File: src/rtl/wb_b3_pkg.sv
// Wishbone B3 cycle-type and burst-type encodings shared across the subsystem,
// plus a helper locating a 32-bit word inside a 128-bit line (word 0 in the MSBs).
package wb_b3_pkg;

  localparam logic [2:0] CTI_CLASSIC = 3'b000;
  localparam logic [2:0] CTI_CONST   = 3'b001;
  localparam logic [2:0] CTI_INC     = 3'b010;
  localparam logic [2:0] CTI_EOB     = 3'b111;

  localparam logic [1:0] BTE_LINEAR  = 2'b00;
  localparam logic [1:0] BTE_WRAP4   = 2'b01;
  localparam logic [1:0] BTE_WRAP8   = 2'b10;
  localparam logic [1:0] BTE_WRAP16  = 2'b11;

  // Bit offset of the LSB of word idx: word i occupies [127-32i -: 32].
  function automatic logic [6:0] line_word_base(input logic [1:0] idx);
    return {~idx, 5'b00000};
  endfunction

endpackage

File: src/rtl/wb_line_fill.sv
// Cache-line engine: moves one 128-bit line over a Wishbone B3 4-beat wrapping
// burst, critical word first, with bounded restart on retry.
//
// Handshakes: a request transfers on the rising edge where req_valid_i and
// req_ready_o are both high; req_ready_o is high only while idle. Completion is
// a single-cycle rsp_valid_o pulse, with rsp_err_o meaningful only alongside it.
module wb_line_fill
  import wb_b3_pkg::*;
#(
  parameter int aw        = 32,
  parameter int max_retry = 3
) (
  input  logic          wb_clk_i,
  input  logic          wb_rst_i,
  input  logic          req_valid_i,
  output logic          req_ready_o,
  input  logic [aw-1:0] req_adr_i,
  input  logic          req_we_i,
  input  logic [127:0]  req_line_i,
  output logic          rsp_valid_o,
  output logic          rsp_err_o,
  output logic [127:0]  rsp_line_o,
  output logic [aw-1:0] wbm_adr_o,
  output logic [31:0]   wbm_dat_o,
  output logic [3:0]    wbm_sel_o,
  output logic [2:0]    wbm_cti_o,
  output logic [1:0]    wbm_bte_o,
  output logic          wbm_cyc_o,
  output logic          wbm_stb_o,
  output logic          wbm_we_o,
  input  logic [31:0]   wbm_dat_i,
  input  logic          wbm_ack_i,
  input  logic          wbm_err_i,
  input  logic          wbm_rty_i,
  output logic [1:0]    dbg_state_o
);

  localparam int RW = (max_retry < 2) ? 1 : $clog2(max_retry + 1);

  typedef enum logic [1:0] {
    S_IDLE  = 2'd0,
    S_BURST = 2'd1,
    S_RETRY = 2'd2,
    S_RESP  = 2'd3
  } state_t;

  state_t          r_state;
  logic [aw-1:0]   r_adr;
  logic [1:0]      r_crit;
  logic            r_we;
  logic [127:0]    r_line;
  logic [1:0]      r_beat;
  logic [RW-1:0]   r_retry;

  logic            w_fail;
  logic            w_restart;
  logic [6:0]      w_base;
  logic            w_unused;

  // Retry budget exhausted turns a retry into an error; err outranks both.
  assign w_fail    = wbm_err_i | (wbm_rty_i & (r_retry == RW'(max_retry)));
  assign w_restart = wbm_rty_i & ~w_fail;
  assign w_base    = line_word_base(r_adr[3:2]);
  assign w_unused  = &{1'b0, req_adr_i[1:0]};

  assign req_ready_o = (r_state == S_IDLE);
  assign rsp_line_o  = r_line;
  assign wbm_adr_o   = r_adr;
  assign wbm_dat_o   = r_line[w_base +: 32];
  assign dbg_state_o = r_state;

  always_ff @(posedge wb_clk_i) begin
    if (wb_rst_i) begin
      r_state     <= S_IDLE;
      r_adr       <= '0;
      r_crit      <= '0;
      r_we        <= 1'b0;
      r_line      <= '0;
      r_beat      <= '0;
      r_retry     <= '0;
      wbm_cyc_o   <= 1'b0;
      wbm_stb_o   <= 1'b0;
      wbm_we_o    <= 1'b0;
      wbm_sel_o   <= 4'h0;
      wbm_cti_o   <= CTI_CLASSIC;
      wbm_bte_o   <= BTE_LINEAR;
      rsp_valid_o <= 1'b0;
      rsp_err_o   <= 1'b0;
    end else begin
      case (r_state)
        S_IDLE: begin
          if (req_valid_i) begin
            r_adr     <= {req_adr_i[aw-1:2], 2'b00};
            r_crit    <= req_adr_i[3:2];
            r_we      <= req_we_i;
            r_line    <= req_line_i;
            r_beat    <= '0;
            r_retry   <= '0;
            wbm_cyc_o <= 1'b1;
            wbm_stb_o <= 1'b1;
            wbm_we_o  <= req_we_i;
            wbm_sel_o <= 4'hf;
            wbm_cti_o <= CTI_INC;
            wbm_bte_o <= BTE_WRAP4;
            r_state   <= S_BURST;
          end
        end

        S_BURST: begin
          if (w_fail) begin
            wbm_cyc_o   <= 1'b0;
            wbm_stb_o   <= 1'b0;
            wbm_we_o    <= 1'b0;
            wbm_sel_o   <= 4'h0;
            wbm_cti_o   <= CTI_CLASSIC;
            wbm_bte_o   <= BTE_LINEAR;
            r_retry     <= '0;
            rsp_valid_o <= 1'b1;
            rsp_err_o   <= 1'b1;
            r_state     <= S_RESP;
          end else if (w_restart) begin
            r_retry   <= r_retry + 1'b1;
            r_adr     <= {r_adr[aw-1:4], r_crit, 2'b00};
            r_beat    <= '0;
            wbm_cyc_o <= 1'b0;
            wbm_stb_o <= 1'b0;
            wbm_cti_o <= CTI_INC;
            r_state   <= S_RETRY;
          end else if (wbm_ack_i) begin
            if (!r_we) begin
              r_line[w_base +: 32] <= wbm_dat_i;
            end
            r_adr[3:2] <= r_adr[3:2] + 2'd1;
            if (r_beat == 2'd3) begin
              wbm_cyc_o   <= 1'b0;
              wbm_stb_o   <= 1'b0;
              wbm_we_o    <= 1'b0;
              wbm_sel_o   <= 4'h0;
              wbm_cti_o   <= CTI_CLASSIC;
              wbm_bte_o   <= BTE_LINEAR;
              r_retry     <= '0;
              rsp_valid_o <= 1'b1;
              rsp_err_o   <= 1'b0;
              r_state     <= S_RESP;
            end else begin
              r_beat    <= r_beat + 2'd1;
              wbm_cti_o <= (r_beat == 2'd2) ? CTI_EOB : CTI_INC;
            end
          end
        end

        S_RETRY: begin
          wbm_cyc_o <= 1'b1;
          wbm_stb_o <= 1'b1;
          r_state   <= S_BURST;
        end

        S_RESP: begin
          rsp_valid_o <= 1'b0;
          rsp_err_o   <= 1'b0;
          r_state     <= S_IDLE;
        end

        default: r_state <= S_IDLE;
      endcase
    end
  end

endmodule

File: config.mk
export PLATFORM = sky130hd
export DESIGN_NAME = wb_line_fill
export DESIGN_NICKNAME = d
export VERILOG_FILES = /design/src/rtl/wb_b3_pkg.sv /design/src/rtl/wb_line_fill.sv
export SDC_FILE = /design/constraint.sdc
export NUM_CORES = 1
export LEC_CHECK = 0
export BUFFER_PORTS_ARGS = -buffer_cell sky130_fd_sc_hd__buf_4
export CORE_MARGIN = 5
export CORE_UTILIZATION = 25
export DETAILED_ROUTE_END_ITERATION = 10
export PLACE_DENSITY = 0.57
export SYNTH_ARGS = -nofsm -noshare
export SYNTH_HDL_FRONTEND = slang
export SYNTH_SLANG_ARGS = --single-unit
File: constraint.sdc
create_clock -name wb_clk_i -period 2.5 [get_ports wb_clk_i]
set_clock_uncertainty 0.2 [all_clocks]
set_input_delay 0.125 -clock wb_clk_i [delete_from_list [all_inputs] [get_ports wb_clk_i]]
set_output_delay 0.125 -clock wb_clk_i [all_outputs]
set_load 0.01 [all_outputs]
# Word-level counts from Yosys, hierarchy flattened
# Index checks and enable logic that the tools add are counted.
[op_classes]
shift = 3
addsub = 4
bitwise = 6
eq_ne = 19
reduce_logical = 16
muxes = 63
[ops]
columns = ["operator", "n"]
rows = [
  ["$mux 128", 5],
  ["$pmux 128 s2", 1],
  ["$bwmux 128", 1],
  ["$shift 32x9->128 const A", 1],
  ["$shiftx 128x8->32", 1],
  ["$shiftx 32x9->128", 1],
  ["$pmux 32 s2", 1],
  ["$mux 2", 19],
  ["$mux 32", 1],
  ["$mux 4", 6],
  ["$reduce_and 4->1", 5],
  ["$mux 3", 6],
  ["$ne 3x3->1 const B", 5],
  ["$mux 1", 13],
  ["$ne 2x2->1 const B", 6],
  ["$pmux 2 s2", 3],
  ["$eq 2x2->1 const B", 5],
  ["$reduce_and 5->1", 2],
  ["$neg 7->9", 1],
  ["$reduce_and 3->1", 3],
  ["$ne 4x4->1 const B", 2],
  ["$pmux 2 s4", 1],
  ["$pmux 4 s2", 1],
  ["$add 2x1->2 const B", 3],
  ["13 further kinds", 18],
]
[totals]
register_bits = 182
word_cells = 127
out_inout_bits = 209

# Logic depth before layout (Yosys ltp)
[depth]
depth_word = 9
mapped_depth = 10
mapped_depth_nobuf = 6

# Worst setup path after synthesis
# No wires, ideal clock.
[synth_timing]
path_kind = "reg-to-reg"
start = "reg r_adr[2], in the netlist wbm_adr_o[2]"
end = "reg r_line[51], in the netlist rsp_line_o[51]"
period_less_slack_ps = 2862
stages_incl_launch_ff = 11
path_slack_ps = -362
setup_ps = 79
t_arrival_ps = 2583
path_cell_list = "dfxtp_1 > buf_2 > buf_2 > buf_2 > inv_1 > ha_1 > and2_1 > clkbuf_1 > clkbuf_1 > a32oi_1 > a211oi_2"
[synth_via]
elab_chain_cells = 9
[synth_lines]
columns = ["item", "line_no", "source"]
rows = [
  ["from (decl)", "wb_line_fill.sv:48", "logic [aw-1:0] r_adr;"],
  ["from (signal assigned)", "wb_line_fill.sv:93", "r_adr <= {req_adr_i[aw-1:2], 2'b00};"],
  ["from (signal assigned)", "wb_line_fill.sv:123", "r_adr <= {r_adr[aw-1:4], r_crit, 2'b00};"],
  ["from (signal assigned)", "wb_line_fill.sv:133", "r_adr[3:2] <= r_adr[3:2] + 2'd1;"],
  ["$not 2->2 *", "wb_b3_pkg.sv:17", "return {~idx, 5'b00000};"],
  ["$neg 7->9 *", "wb_line_fill.sv:131", "r_line[w_base +: 32] <= wbm_dat_i;"],
  ["$shiftx 32x9->128 or $shift 32x9->128 (tied branches)", "wb_line_fill.sv:131", ""],
  ["$bwmux 128 *", "wb_line_fill.sv:131", ""],
  ["$mux 128 *", "wb_line_fill.sv:130", "if (!r_we) begin"],
  ["$mux 128 *", "wb_line_fill.sv:129", "end else if (wbm_ack_i) begin"],
  ["$mux 128 *", "wb_line_fill.sv:121", "end else if (w_restart) begin"],
  ["$mux 128 *", "wb_line_fill.sv:110", "if (w_fail) begin"],
  ["$pmux 128 s2 *", "wb_line_fill.sv:90", "case (r_state)"],
  ["to (signal assigned)", "wb_line_fill.sv:96", "r_line <= req_line_i;"],
  ["to (signal, indexed assignment)", "wb_line_fill.sv:131", ""],
  ["to (decl)", "wb_line_fill.sv:51", "logic [127:0] r_line;"],
]
# Every way passes the cells marked *; elsewhere a longest branch is shown, timed or not. The select of a mux whose other input is x is not followed.
# A chain may end at the register's enable or synchronous reset.

# Worst setup path in the final report
[layout_timing]
start = "reg r_adr[2], in the netlist wbm_adr_o[2]"
end = "out wbm_dat_o[30]"
[layout_via]
elab_chain_cells = 2
[layout_lines]
columns = ["item", "line_no", "source"]
rows = [
  ["$not 2->2", "wb_b3_pkg.sv:17", ""],
  ["$shiftx 128x8->32", "wb_line_fill.sv:69", "assign wbm_dat_o = r_line[w_base +: 32];"],
  ["to (decl)", "wb_line_fill.sv:24", "output logic [31:0] wbm_dat_o,"],
]
# Every way passes these cells.

==> reports/results.tsv <==
stage	metric	value	unit
floorplanning	dieHeight	199.7	µm
sta	min_period	2353	ps
pwr	vdd.ir_drop.worst	0.5464	mV
drt	drc_errors	0	
setup_path	worst_setup_path_start_kind	register	
grt	grt_pass1_vias	10570	
min_path	hp-class	reg -> reg	
setup_path	required	2170	ps
layout	nets	1662	
sta	setup_violations	0	
cts	clk_latency	450	ps
logic_synthesis	synth-main-ff-cell	dfxtp_1	
pwr	swShare	35.11	%
logic_synthesis	synth-seq-cells	174	
floorplanning	initial_core_util	25.28	%
logic_synthesis	avgSynthCellArea	9.992	µm²
grt	grt_util_all_layers	20.47	%
run	cap_violations	0	
pwr	comb_power_share	37.3	%
drt	vias	10270	
pwr	p_leak	6.120	nW
floorplanning	coreArea	35570	µm²
logic_synthesis	synthesis.area	8992	µm²
setup_path	slowest_delay	590	ps
layout	fin_cells	1929	
status	run_status	complete, no violations	
floorplanning	fp.dieArea	39860	µm²
layout	n_fill_cell	3408	
setup_path	crit_arrival	2030	ps
sta	slew_headroom	65.62	%
pwr	powerDensity	639.8	nW/µm²
logic_synthesis	yosys_warnings	0	
sta	timing.final.crit_share	94.13	%
drt	antenna_left	0	
grt	use_met2	34.57	%
place	hpwl	28840	µm
floorplanning	die_x	199.7	µm
sta	hold_violations	0	
place	place_area	12490	µm²
place	pre_cts_ws	212.4	ps
drt	wl_per_cell	22.31	µm
cts	cts_setup_buffers	0	
cts	cts.htree.levels	4	
logic_synthesis	ys_types	49	
pwr	power.switching	0.003398	W
layout	layout-drive-gt1-share	42.37	%
setup_path	cpMaxStageDelayCell	mux4_2	
sta	fmax	0.4249	GHz
setup_path	path_cells	buf_6 -> mux4_2 -> buf_4	
floorplanning	ios	408	
setup_path	cp.buffers_inverters	2	
logic_synthesis	ys_seq_area_share	38.74	%
setup_path	endpoint_kind	primary output	
sta	timing_worst_slew_pin_value	515.7	ps
place	gp_congestion	0.8153	
cts	cts_tree	yes	
setup_path	path_class	reg -> out	
layout	diodes	0	
pwr	p_clk_share	27.2	%
grt	overflow	0	
grt	met3_usage	5.311	%
place	dp_cells	1691	
pwr	p_int	0.006280	W
logic_synthesis	async_flop_share	0	%
drt	drt-initial-drc-count	697	
cts	clkTransAtPathRegs	70	ps
place	io_buffers	402	
sta	setup_ws	146.6	ps
cts	clock_sinks	174	
layout	final_cell_area	15130	µm²
grt	grt_antenna_before_repair	1	
cts	numCtsBuffers	17	
pwr	power_frac_seq	35.5	%
sta	fin_setup_tns	0	ps
drt	wl	43030	µm
grt	grt_max_degree	81	
layout	ff_latch_area	3486	µm²
setup_path	crit_family	multiplexers	
floorplanning	rows	69	
logic_synthesis	synth-edff-count	0	
cts	cts-root-buf	clkbuf_16	
layout	multi_input_area	4877	µm²
grt	grt_pass1_wl	63640	µm
grt	use_met1	25.66	%
sta	rsz0062_at_grt	false	
sta	slew_violations	0	
cts	clk_path_buf_depth	2	
layout	syn_to_final_growth	68.21	%
drt	viasPerCell	5.325	
logic_synthesis	syn_inst	900	
drt	first_pass_iters	6	
setup_path	crit_fanout	21	
grt	grt.busiest_layer	met2	
-- metrics by stage --
step | hold WS [ps] | power (W) | util [%]
detailed placement | 181.4 | 0.006818 | 35.13
floorplan | 60.96 | 0.005196 | -
finish | 255.3 | 0.009677 | 42.53
global placement | 172.0 | 0.006764 | 35.13
CTS | 232.5 | 0.009745 | 42.53
global route | 261.8 | 0.01014 | 42.53
-- cell families (layout without fill, tap and decap cells) --
| group | Yosys count | in the layout | synth area share (%) |
|---|---|---|---|
| other cells | 1 | 3 | 0.04170 |
| mux | 34 | 34 | 8.237 |
| fa+ha+maj | 7 | 7 | 0.9739 |
| buf+inv | 128 | 694 | 7.500 |
| compound gates | 450 | 450 | 38.95 |
| simple gates | 106 | 106 | 5.565 |
| flops | 174 | 174 | 38.74 |
-- final timing paths --
check                 start            end  slack (ps)  cells past startpoint
max reg2reg  dbg_state_o[0]  wbm_adr_o[14]         180                      7
min               r_crit[1]      r_crit[1]         260                      2
min reg2reg       r_crit[1]      r_crit[1]         260                      2
max            wbm_adr_o[2]  wbm_dat_o[30]         150                      3
-- state kept, by name, summed over array words and instances, names as in the netlist --
register / cells
r_crit: 2
rsp_err_o: 1
r_retry: 2
wbm_sel_o: 1
dbg_state_o: 2
wbm_stb_o: 1
rsp_line_o: 128
r_beat: 2
wbm_adr_o: 30
rsp_valid_o: 1
wbm_cti_o: 2
r_we: 1
wbm_we_o: 1
-- cells in the final DEF (no fill, tap or decap), drive strengths merged, types with 7 or more instances in the layout --
| cell | n |
|---|---|
| a211oi | 129 |
| a21oi | 169 |
| a22oi | 64 |
| a32oi | 64 |
| buf | 450 |
| clkbuf | 19 |
| dfxtp | 174 |
| dlygate4sd3 | 207 |
| ha | 7 |
| inv | 9 |
| mux4 | 32 |
| nand2 | 68 |
| nor2 | 7 |
-- worst register-to-register path, cell delays in order (launching register included) --
cell and delay [ps]:
dfxtp_1 310, buf_4 170, nor2_1 170, and2_1 380, buf_12 230, nand2_1 90
a21oi_1 140, dlygate4sd3_1 580
-- area by class of cell --
class	instances	share of cell area, %
multi-input combinational	600	32.24
clock buffer	19	2.928
sequential	174	23.05
clock inverter	12	0.7445
tap	461	3.813
inverter	6	0.1489
timing repair buffer	657	37.07
-- power by group through the flow --
stage          sequential, W  combinational [W]  clock, W
3_5_place_dp         0.00349            0.00332         0
3_3_place_gp         0.00348            0.00328         0
6_report             0.00344            0.00361   0.00263
5_1_grt              0.00348            0.00385   0.00282
2_1_floorplan        0.00355            0.00165         0
4_1_cts              0.00343            0.00360   0.00271
-- Yosys cell counts, types with 2 or more instances --
master	number	area (µm²)
a21oi_1	167	835.8
o21ai_0	5	25.02
and3_1	4	25.02
nand3_1	3	15.01
mux4_2	32	720.7
buf_1	3	11.26
nand2b_1	3	18.77
dfxtp_1	174	3483
a31o_2	2	17.52
buf_6	14	157.7
inv_1	6	22.52
nor3_4	2	32.53
nand2_1	68	255.2
buf_2	32	160.2
a211oi_2	89	1114
and2_1	4	25.02
a211oi_1	40	300.3
and2_0	2	12.51
a32oi_1	64	560.5
a221oi_1	2	17.52
buf_4	13	97.59
a21oi_2	2	17.52
nor2_1	7	26.28
mux2i_1	2	20.02
a21o_1	2	15.01
a22oi_1	64	480.5
a31o_1	2	17.52
nor3_1	3	15.01
clkbuf_1	60	225.2
ha_1	7	87.58
nor2b_1	4	25.02
-- timing repair --
action / CTS / global route
resized for setup: 1 / 0
endpoints found under the setup margin: 1 / 0
hold endpoints to repair: 170 / 0
hold buffers: 207 / 0
-- routing by layer --
metal / up-vias / share of wire (%)
met5: - / 0
met4: 0 / 2.3
met3: 69 / 8.1
met2: 522 / 49
met1: 5036 / 40
li1: 4644 / -
Power figures use the tool's default switching activity.
